--- config.mk ---
export PLATFORM = sky130hd
export DESIGN_NAME = mux_rr_arbiter
export DESIGN_NICKNAME = d
export VERILOG_FILES = /design/src/rtl/mux_rr_arbiter.sv
export SDC_FILE = /design/constraint.sdc
export NUM_CORES = 1
export LEC_CHECK = 0
export CAP_MARGIN = 0
export CORE_MARGIN = 5
export CORE_UTILIZATION = 55
export DETAILED_ROUTE_END_ITERATION = 16
export PLACE_DENSITY_LB_ADDON = 0.25
export SKIP_LAST_GASP = 1
export SLEW_MARGIN = 15
export SYNTH_ARGS = -nofsm -noshare
export SYNTH_HDL_FRONTEND = slang
export SYNTH_SLANG_ARGS = --single-unit
--- constraint.sdc ---
create_clock -name clk -period 3.2 [get_ports clk]
set_input_delay 0.48 -clock clk [delete_from_list [all_inputs] [get_ports clk]]
set_output_delay 0.48 -clock clk [all_outputs]
set_load 0.01 [all_outputs]
--- src/rtl/mux_rr_arbiter.sv ---
// mux_rr_arbiter
// Round-robin arbiter that shares one 4:1 word MUX among four requesters.
// The owner keeps the grant while it holds its request. A hold limit
// (MAX_HOLD) hands the MUX to the next waiting requester, so nobody starves.
// gnt and sel are registered and drive the MUX select directly.
module mux_rr_arbiter #(
  parameter int MAX_HOLD = 8,
  localparam int CNT_W = $clog2(MAX_HOLD + 1)
) (
  input  logic       clk,
  input  logic       rst,
  input  logic [3:0] req,
  output logic [3:0] gnt,
  output logic [1:0] sel,
  output logic       busy
);

  localparam logic [0:0] IDLE  = 1'b0;
  localparam logic [0:0] GRANT = 1'b1;

  // Last cycle an owner may keep the MUX while someone else is waiting.
  localparam logic [CNT_W-1:0] HOLD_LAST = CNT_W'(MAX_HOLD - 1);
  localparam logic [CNT_W-1:0] HOLD_SAT  = CNT_W'(MAX_HOLD);

  logic [0:0]       state_reg, state_next;
  logic [3:0]       gnt_reg, gnt_next;
  logic [1:0]       sel_reg, sel_next;
  logic [1:0]       ptr_reg, ptr_next;
  logic [CNT_W-1:0] hold_cnt_reg, hold_cnt_next;

  // Arbitration helpers
  logic [3:0] owner_oh;    // decoded current owner (valid only in GRANT)
  logic [3:0] others;      // requests from everyone except the owner
  logic [1:0] ptr_rel;     // priority pointer that takes effect on release
  logic [3:0] rot_idle;    // req rotated so bit 0 is the ptr_reg position
  logic [3:0] rot_rel;     // others rotated so bit 0 is the ptr_rel position
  logic [1:0] win_idle;    // winner when arbitrating from IDLE
  logic [1:0] win_rel;     // successor when the owner releases
  logic       owner_req;
  logic       limit_hit;
  logic       release_now;

  // Offset of the lowest set bit of a rotated request vector.
  function automatic logic [1:0] first_set(input logic [3:0] v);
    logic [1:0] off;
    off = 2'd3;
    if (v[0])      off = 2'd0;
    else if (v[1]) off = 2'd1;
    else if (v[2]) off = 2'd2;
    return off;
  endfunction

  // One-hot decode of a 2-bit requester index.
  function automatic logic [3:0] onehot(input logic [1:0] idx);
    return 4'(4'b0001 << idx);
  endfunction

  assign ptr_rel = sel_reg + 2'd1;

  // Owner decode and priority rotation, one lane per requester.
  // rot_*[k] holds the request that is k positions after its pointer.
  genvar gi;
  generate
    for (gi = 0; gi < 4; gi++) begin : g_lane
      assign owner_oh[gi] = (sel_reg == 2'(gi));
      assign rot_idle[gi] = req[ptr_reg + 2'(gi)];
      assign rot_rel[gi]  = others[ptr_rel + 2'(gi)];
    end
  endgenerate

  assign others   = req & ~owner_oh;
  assign win_idle = ptr_reg + first_set(rot_idle);
  // The owner sits last in the rotation from ptr_rel and is masked out of
  // others, so it can never win its own release.
  assign win_rel  = ptr_rel + first_set(rot_rel);

  assign owner_req   = |(req & owner_oh);
  assign limit_hit   = (hold_cnt_reg == HOLD_LAST);
  // Release is decided on this cycle's requests: owner let go, or the hold
  // limit is reached while someone else is waiting.
  assign release_now = !owner_req || (limit_hit && (|others));

  // Next-state logic for the IDLE/GRANT machine, pointer and hold counter.
  always_comb begin
    state_next    = state_reg;
    gnt_next      = gnt_reg;
    sel_next      = sel_reg;
    ptr_next      = ptr_reg;
    hold_cnt_next = hold_cnt_reg;

    case (state_reg)
      IDLE: begin
        // sel deliberately keeps its last value while idle.
        if (|req) begin
          state_next    = GRANT;
          gnt_next      = onehot(win_idle);
          sel_next      = win_idle;
          hold_cnt_next = '0;
        end
      end

      GRANT: begin
        if (release_now) begin
          ptr_next      = ptr_rel;
          hold_cnt_next = '0;
          if (|others) begin
            // Direct hand-over: one-hot to one-hot with no idle bubble.
            gnt_next = onehot(win_rel);
            sel_next = win_rel;
          end else begin
            state_next = IDLE;
            gnt_next   = '0;
          end
        end else if (limit_hit) begin
          // Limit reached but nobody is waiting: keep the grant and start a
          // fresh hold window.
          hold_cnt_next = '0;
        end else if (hold_cnt_reg < HOLD_SAT) begin
          hold_cnt_next = hold_cnt_reg + CNT_W'(1);
        end
      end

      default: begin
        state_next    = IDLE;
        gnt_next      = '0;
        hold_cnt_next = '0;
      end
    endcase
  end

  // State registers. Reset drops any in-flight grant on the next edge.
  always_ff @(posedge clk) begin
    if (rst) begin
      state_reg    <= IDLE;
      gnt_reg      <= '0;
      sel_reg      <= '0;
      ptr_reg      <= '0;
      hold_cnt_reg <= '0;
    end else begin
      state_reg    <= state_next;
      gnt_reg      <= gnt_next;
      sel_reg      <= sel_next;
      ptr_reg      <= ptr_next;
      hold_cnt_reg <= hold_cnt_next;
    end
  end

  assign gnt  = gnt_reg;
  assign sel  = sel_reg;
  assign busy = |gnt_reg;

endmodule

==> flow_metrics.tcl <==
set metrics [dict create \
    dr.pass1.iters 4 \
    vias 1052 \
    synthToLayoutAreaGrowth_pct 17.2 \
    post-route-period-util_pct 90.5 \
    wl_per_cell_um 14.7 \
    p_per_area_nw_per_um2 811 \
    fmax_mhz 345 \
    tightestPinTransition_ns 0.478 \
    slew_headroom_pct 68.0 \
    drive_above_1_share_pct 12.7 \
    nNetsFinal 165 \
    yosysWarningCount 0 \
    met2_wirelength_um 1230 \
    maxCapViolations 0 \
    fp.dieH_um 55.2 \
    die_w_um 55.2 \
    start_util_pct 57.2 \
    maxUsedRoutingLayer "met4" \
    cts_tree "built" \
    htree_num_levels 1 \
    drc 0 \
    setup_viol 0 \
    io_pins 13 \
    avgSynthCellArea_um2 8.38 \
    grt_max_degree 15 \
    setup.worst_path.end_class "register" \
    min_path_type "register to register" \
    slew_viol_final 0 \
    cts_resized 0 \
    clk_pin_slew_worst_paths_ns 0.09 \
    antenna_left 0 \
    core_um2 1960 \
    cp_max_fo 8 \
    crit_type "primary input to register" \
    cts-root-buf "clkbuf_4" \
    setup-tns-final_ns 0 \
    clk-insertion-delay-late_ns 0.29 \
    post-dp-hpwl_um 1980 \
    synth_seq_cells 13 \
    wl_met1_um 1230 \
    leakagePower_nw 0.527 \
    critPathRequiredTime_ns 3.37 \
    min_period_ns 2.89 \
    synth_flop_cell "dfxtp_1" \
    grt_setup_unrepaired "no" \
    synth.yosys.seq_area_share_pct 23.2 \
    clock_sinks 13 \
    postCtsHoldBufs 0 \
    gr-usage-all-layers_pct 20.3 \
    place_congestion 0.818 \
    fin_skew_ns 0.00858 \
    synth.net_count 148 \
    grt_pass1_vias 1042 \
    fin_util_pct 67.0 \
    dr.first_iter.drc_count 33 \
    grt_pass1_wl_um 4470 \
    ir_drop_mv 0.570 \
    grt_antenna_before_repair 0 \
    postCtsSetupRepairBufs 0 \
    outcome "finished clean" \
    vias_per_cell 5.94 \
    cts_buffers 3 \
    syn_inst 134 \
    netlist_area_um2 1120 \
    finalHoldViolations 0 \
    wirelength_um 2610 \
    overflow 0 \
    arrival_ns 3.06 \
    rows 16 \
    synth.distinct_cells 52 \
    port_buffers 12 \
    start_kind "primary input" \
    met3_wirelength_um 122 \
    synth_edf_count 0 \
    async_flop_share_pct 0 \
    diodes 0 \
    die_area_um2 3040 \
    ctsLongestPathBuffers 2 \
]
-- critical path: stages --
cell and delay [ns]:
clkdlybuf4s50_1 0.62, nand3b_1 0.15, o21ai_0 0.09, a221o_1 0.31, ha_1 0.28, a211oi_1 0.28, a21oi_1 0.07, a221oi_1 0.29
buf_4 0.20, a2bb2oi_1 0.19, o2bb2ai_1 0.10
-- cell usage after synthesis (all sizes together) (2+ instances only) --
library cell / instances / area (um^2)
dfxtp: 13 / 260
a21oi: 11 / 58.8
nor2b: 11 / 68.8
nor2: 9 / 33.8
ha: 8 / 100
nand2b: 8 / 57.6
o21ai: 6 / 30.0
nor3: 5 / 25.0
clkbuf: 4 / 15.0
a211oi: 3 / 22.5
buf: 3 / 26.3
inv: 3 / 11.3
mux2i: 3 / 30.0
nor4: 3 / 18.8
a21o: 2 / 15.0
a221oi: 2 / 17.5
a22oi: 2 / 15.0
nand2: 2 / 7.51
nand3b: 2 / 15.0
nand4b: 2 / 17.5
nor3b: 2 / 15.0
o22ai: 2 / 12.5
o32ai: 2 / 17.5
or2: 2 / 12.5
or4: 2 / 18.8
xnor2: 2 / 25.0
-- placed cells by master, fill, tap and decap left out, types with 2 or more instances in the layout --
cell and count:
dfxtp_1 13, clkdlybuf4s50_1 12, nor2b_1 11, a21oi_1 10, nor2_1 9, ha_1 8, nand2b_1 7, buf_4 7
o21ai_0 5, nor3_1 5, inv_1 3, mux2i_1 3, nor4_1 3, a211oi_1 3, clkbuf_4 3, nand3b_1 2
nor3b_1 2, a221oi_1 2, or2_2 2, nand2_1 2, a21o_1 2, a22oi_1 2, o22ai_1 2, o32ai_1 2
nand4b_1 2
-- through the flow --
stage	power, mW	instance area, um^2	instances	hold WS, ns	setup slack [ns]
after floorplan	0.750	1120	134	0.449	0.472
after global placement	0.939	1290	173	0.466	0.139
after detailed placement	0.963	1290	173	0.470	0.0148
after CTS	1.07	1320	177	0.483	0.315
after global routing	1.15	1320	177	0.506	0.120
final	1.07	1320	177	0.485	0.306
-- area by class of cell --
type / instances / area (um^2)
well taps: 27 / 33.8
fillers: 199 / 647
clock buffers: 3 / 22.5
repair buffers: 19 / 173
inverters: 3 / 11.3
flip-flops and latches: 13 / 260
multi-input cells: 111 / 810
clock inverters: 1 / 5.00
-- report_power, final --
| group | switching [mW] | internal (mW) | leakage (nW) |
|---|---|---|---|
| sequential | 0.0508 | 0.205 | 0.107 |
| combinational | 0.349 | 0.356 | 0.403 |
| clock | 0.0590 | 0.0466 | 0.0177 |
-- kinds of logic (layout without fill, tap and decap cells) --
kind of cell             after synthesis  in the layout  synth area share (%)
buffers and inverters                 10             26                  4.68
AND/OR/NAND/NOR                       55             55                  31.4
adder cells (fa/ha/maj)                8              8                  8.92
multiplexers                           4              4                  3.68
flip-flops                            13             13                  23.2
XOR/XNOR                               3              3                  3.01
AO/OA/AOI/OAI                         41             41                  25.1
-- routing by layer --
layer / vias up / GRT usage, %
li1: 536 / -
met1: 486 / 26.0
met2: 28 / 31.7
met3: 2 / 5.36
met4: 0 / 9.31
met5: - / 0
-- worst paths after layout --
path                   startpoint               to  slack [ns]  cells after the start
setup / recovery           req[3]           gnt[2]        0.31                     11
hold / removal    hold_cnt_reg[1]  hold_cnt_reg[1]        0.48                      2
setup reg to reg           sel[1]           gnt[2]        0.39                     10
hold reg to reg   hold_cnt_reg[1]  hold_cnt_reg[1]        0.48                      2
Note: power is estimated with default switching activity, not from simulation.
==> RTL change (config.mk and constraints unchanged) <==
Set the parameter `MAX_HOLD` to 4 (it was 8).
--- a/src/rtl/mux_rr_arbiter.sv
+++ b/src/rtl/mux_rr_arbiter.sv
@@ -4,7 +4,7 @@
 // (MAX_HOLD) hands the MUX to the next waiting requester, so nobody starves.
 // gnt and sel are registered and drive the MUX select directly.
 module mux_rr_arbiter #(
-  parameter int MAX_HOLD = 8,
+  parameter int MAX_HOLD = 4,
   localparam int CNT_W = $clog2(MAX_HOLD + 1)
 ) (
   input  logic       clk,
Behaviour: not the same (Yosys sat finds a counterexample within 10 cycles, from zero or initial values and one cycle with rst high).
==> RTL change against the original RTL <==
- area after synthesis up 2.2%
- sequential cell count shrank 1
- clock skew fell by 8.1 ps
- die area up 1.8%
- combinational power fell by 37%
- routed wire length increased by 1.1%
- synthesized cell count up 4.5%
- final area shrank 1.0%
- via count increased by 2.9%
- worst setup slack worse by 25 ps
- final cell count stayed put
- sequential share of layout area shrank 1.3 points
- total power is 27% lower
==> RTL change: results (changes against the original RTL) <==
[synthesis]
yosys_warnings = 0  ; unchanged
syn-num-nets = 154  ; +4.1%
netlist_top_cells_count = nor2_1 (15), dfxtp_1 (12), a21oi_1 (10), nand2_1 (10)
synthArstFlopShare = 0  ; unchanged
synthFlopType = dfxtp_1
synthTopCellsByArea = dfxtp_1 (21%), ha_1 (8.7%), nor2_1 (4.9%), a21oi_1 (4.4%), nand2_1 (3.3%)
yosysSeqAreaShare = 0.209  ; -0.0225
yosys.cell_types.count = 53  ; +1.9%

[finish]
largest_register_ffs = 4
drive_gt1_frac = 0.147  ; +0.0200
num_antenna_cells = 0  ; unchanged
layout.nets = 165  ; unchanged

[run_status]
run_status = complete, no violations

[placement]
dpl.hpwl_mm = 2.00  ; +1.1%
pre_cts_slack_ps = 86.3  ; +71.5 ps
gp_congestion = 0.830  ; +1.5%

[timing]
finalClockSkew_ps = 0.435  ; -8.15 ps
tightest_slew_ps = 583  ; +105 ps

[cts]
clk_latency_ps = 280
post_cts_buffers = 0  ; unchanged
clkTransAtPathRegs_ps = 70  ; -20 ps
cts_made_buffers = 3  ; unchanged
htree_num_levels = 1  ; unchanged
post_cts_resized = 0  ; unchanged

[detailed_routing]
wl_mm = 2.64  ; +1.1%
drt-initial-drc-count = 40  ; +21%
dr_total_vias = 1082  ; +2.9%
firstDrtPassIters = 5  ; +1
drc = 0  ; unchanged

[grt]
grt_pass1_vias = 1043  ; +0.096%
grt_max_degree = 16  ; +1
groute.usage.overall = 0.180  ; -0.0235
grt_pass1_wl_mm = 4.72  ; +5.5%

[critical_path]
max_stage_delay_ps = 530  ; -90 ps
path_delay_family = simple AND/OR/NAND/NOR gates
cp_max_fo = 7  ; -1
critPathSlowestCell = or4_4

[power]
power_leakage_nw = 0.495  ; -6.1%
vdd_drop_max_uv = 494  ; -13%

==> RTL change: metrics by stage <==
step | std cells | area, um^2
floorplan | 140 | 1150
global placement | 173 | 1260
detailed placement | 173 | 1260
CTS | 177 | 1300
global route | 177 | 1300
finish | 177 | 1300
==> RTL change: power breakdown <==
| group | switching, mW | total (mW) | internal (mW) |
|---|---|---|---|
| Clock | 0.0519 | 0.121 | 0.0693 |
| Combinational | 0.240 | 0.444 | 0.204 |
| Sequential | 0.0321 | 0.209 | 0.177 |
==> RTL change: logic make-up after synthesis <==
family / share of synthesized area
AO/OA/AOI/OAI: 0.258
XOR/XNOR: 0.00763
adder cells (fa/ha/maj): 0.0872
buffers and inverters: 0.0643
flip-flops: 0.209
multiplexers: 0.0273
AND/OR/NAND/NOR: 0.346
==> RTL change: worst paths after layout <==
kind	startpoint	endpoint	slack [ps]	depth (start not counted)
worst min-delay path	gnt[2]$_SDFFE_PP0P_	gnt[2]$_SDFFE_PP0P_	510	2
worst max-delay path	sel[1]$_SDFFE_PP0P_	gnt[1]$_SDFFE_PP0P_	280	12
worst max register to register	sel[1]$_SDFFE_PP0P_	gnt[1]$_SDFFE_PP0P_	280	12
worst min register to register	gnt[2]$_SDFFE_PP0P_	gnt[2]$_SDFFE_PP0P_	510	2
==> RTL change: routing by layer <==
layer / vias up / global-route usage / routed length, um / share of wire
met1: 504 / 0.235 / 1270 / 0.48
met4: 0 / 0.0764 / 45 / 0.017
li1: 542 / - / - / -
met2: 31 / 0.289 / 1210 / 0.46
met5: - / 0 / 0 / 0
met3: 5 / 0.0302 / 107 / 0.041
==> RTL change: layout make-up <==
cell class / instances / area (um^2)
multi-input cells: 113 / 833
fillers: 171 / 681
flip-flops and latches: 12 / 240
repair buffers: 13 / 128
clock buffers: 4 / 36.3
well taps: 27 / 33.8
inverters: 8 / 30.0
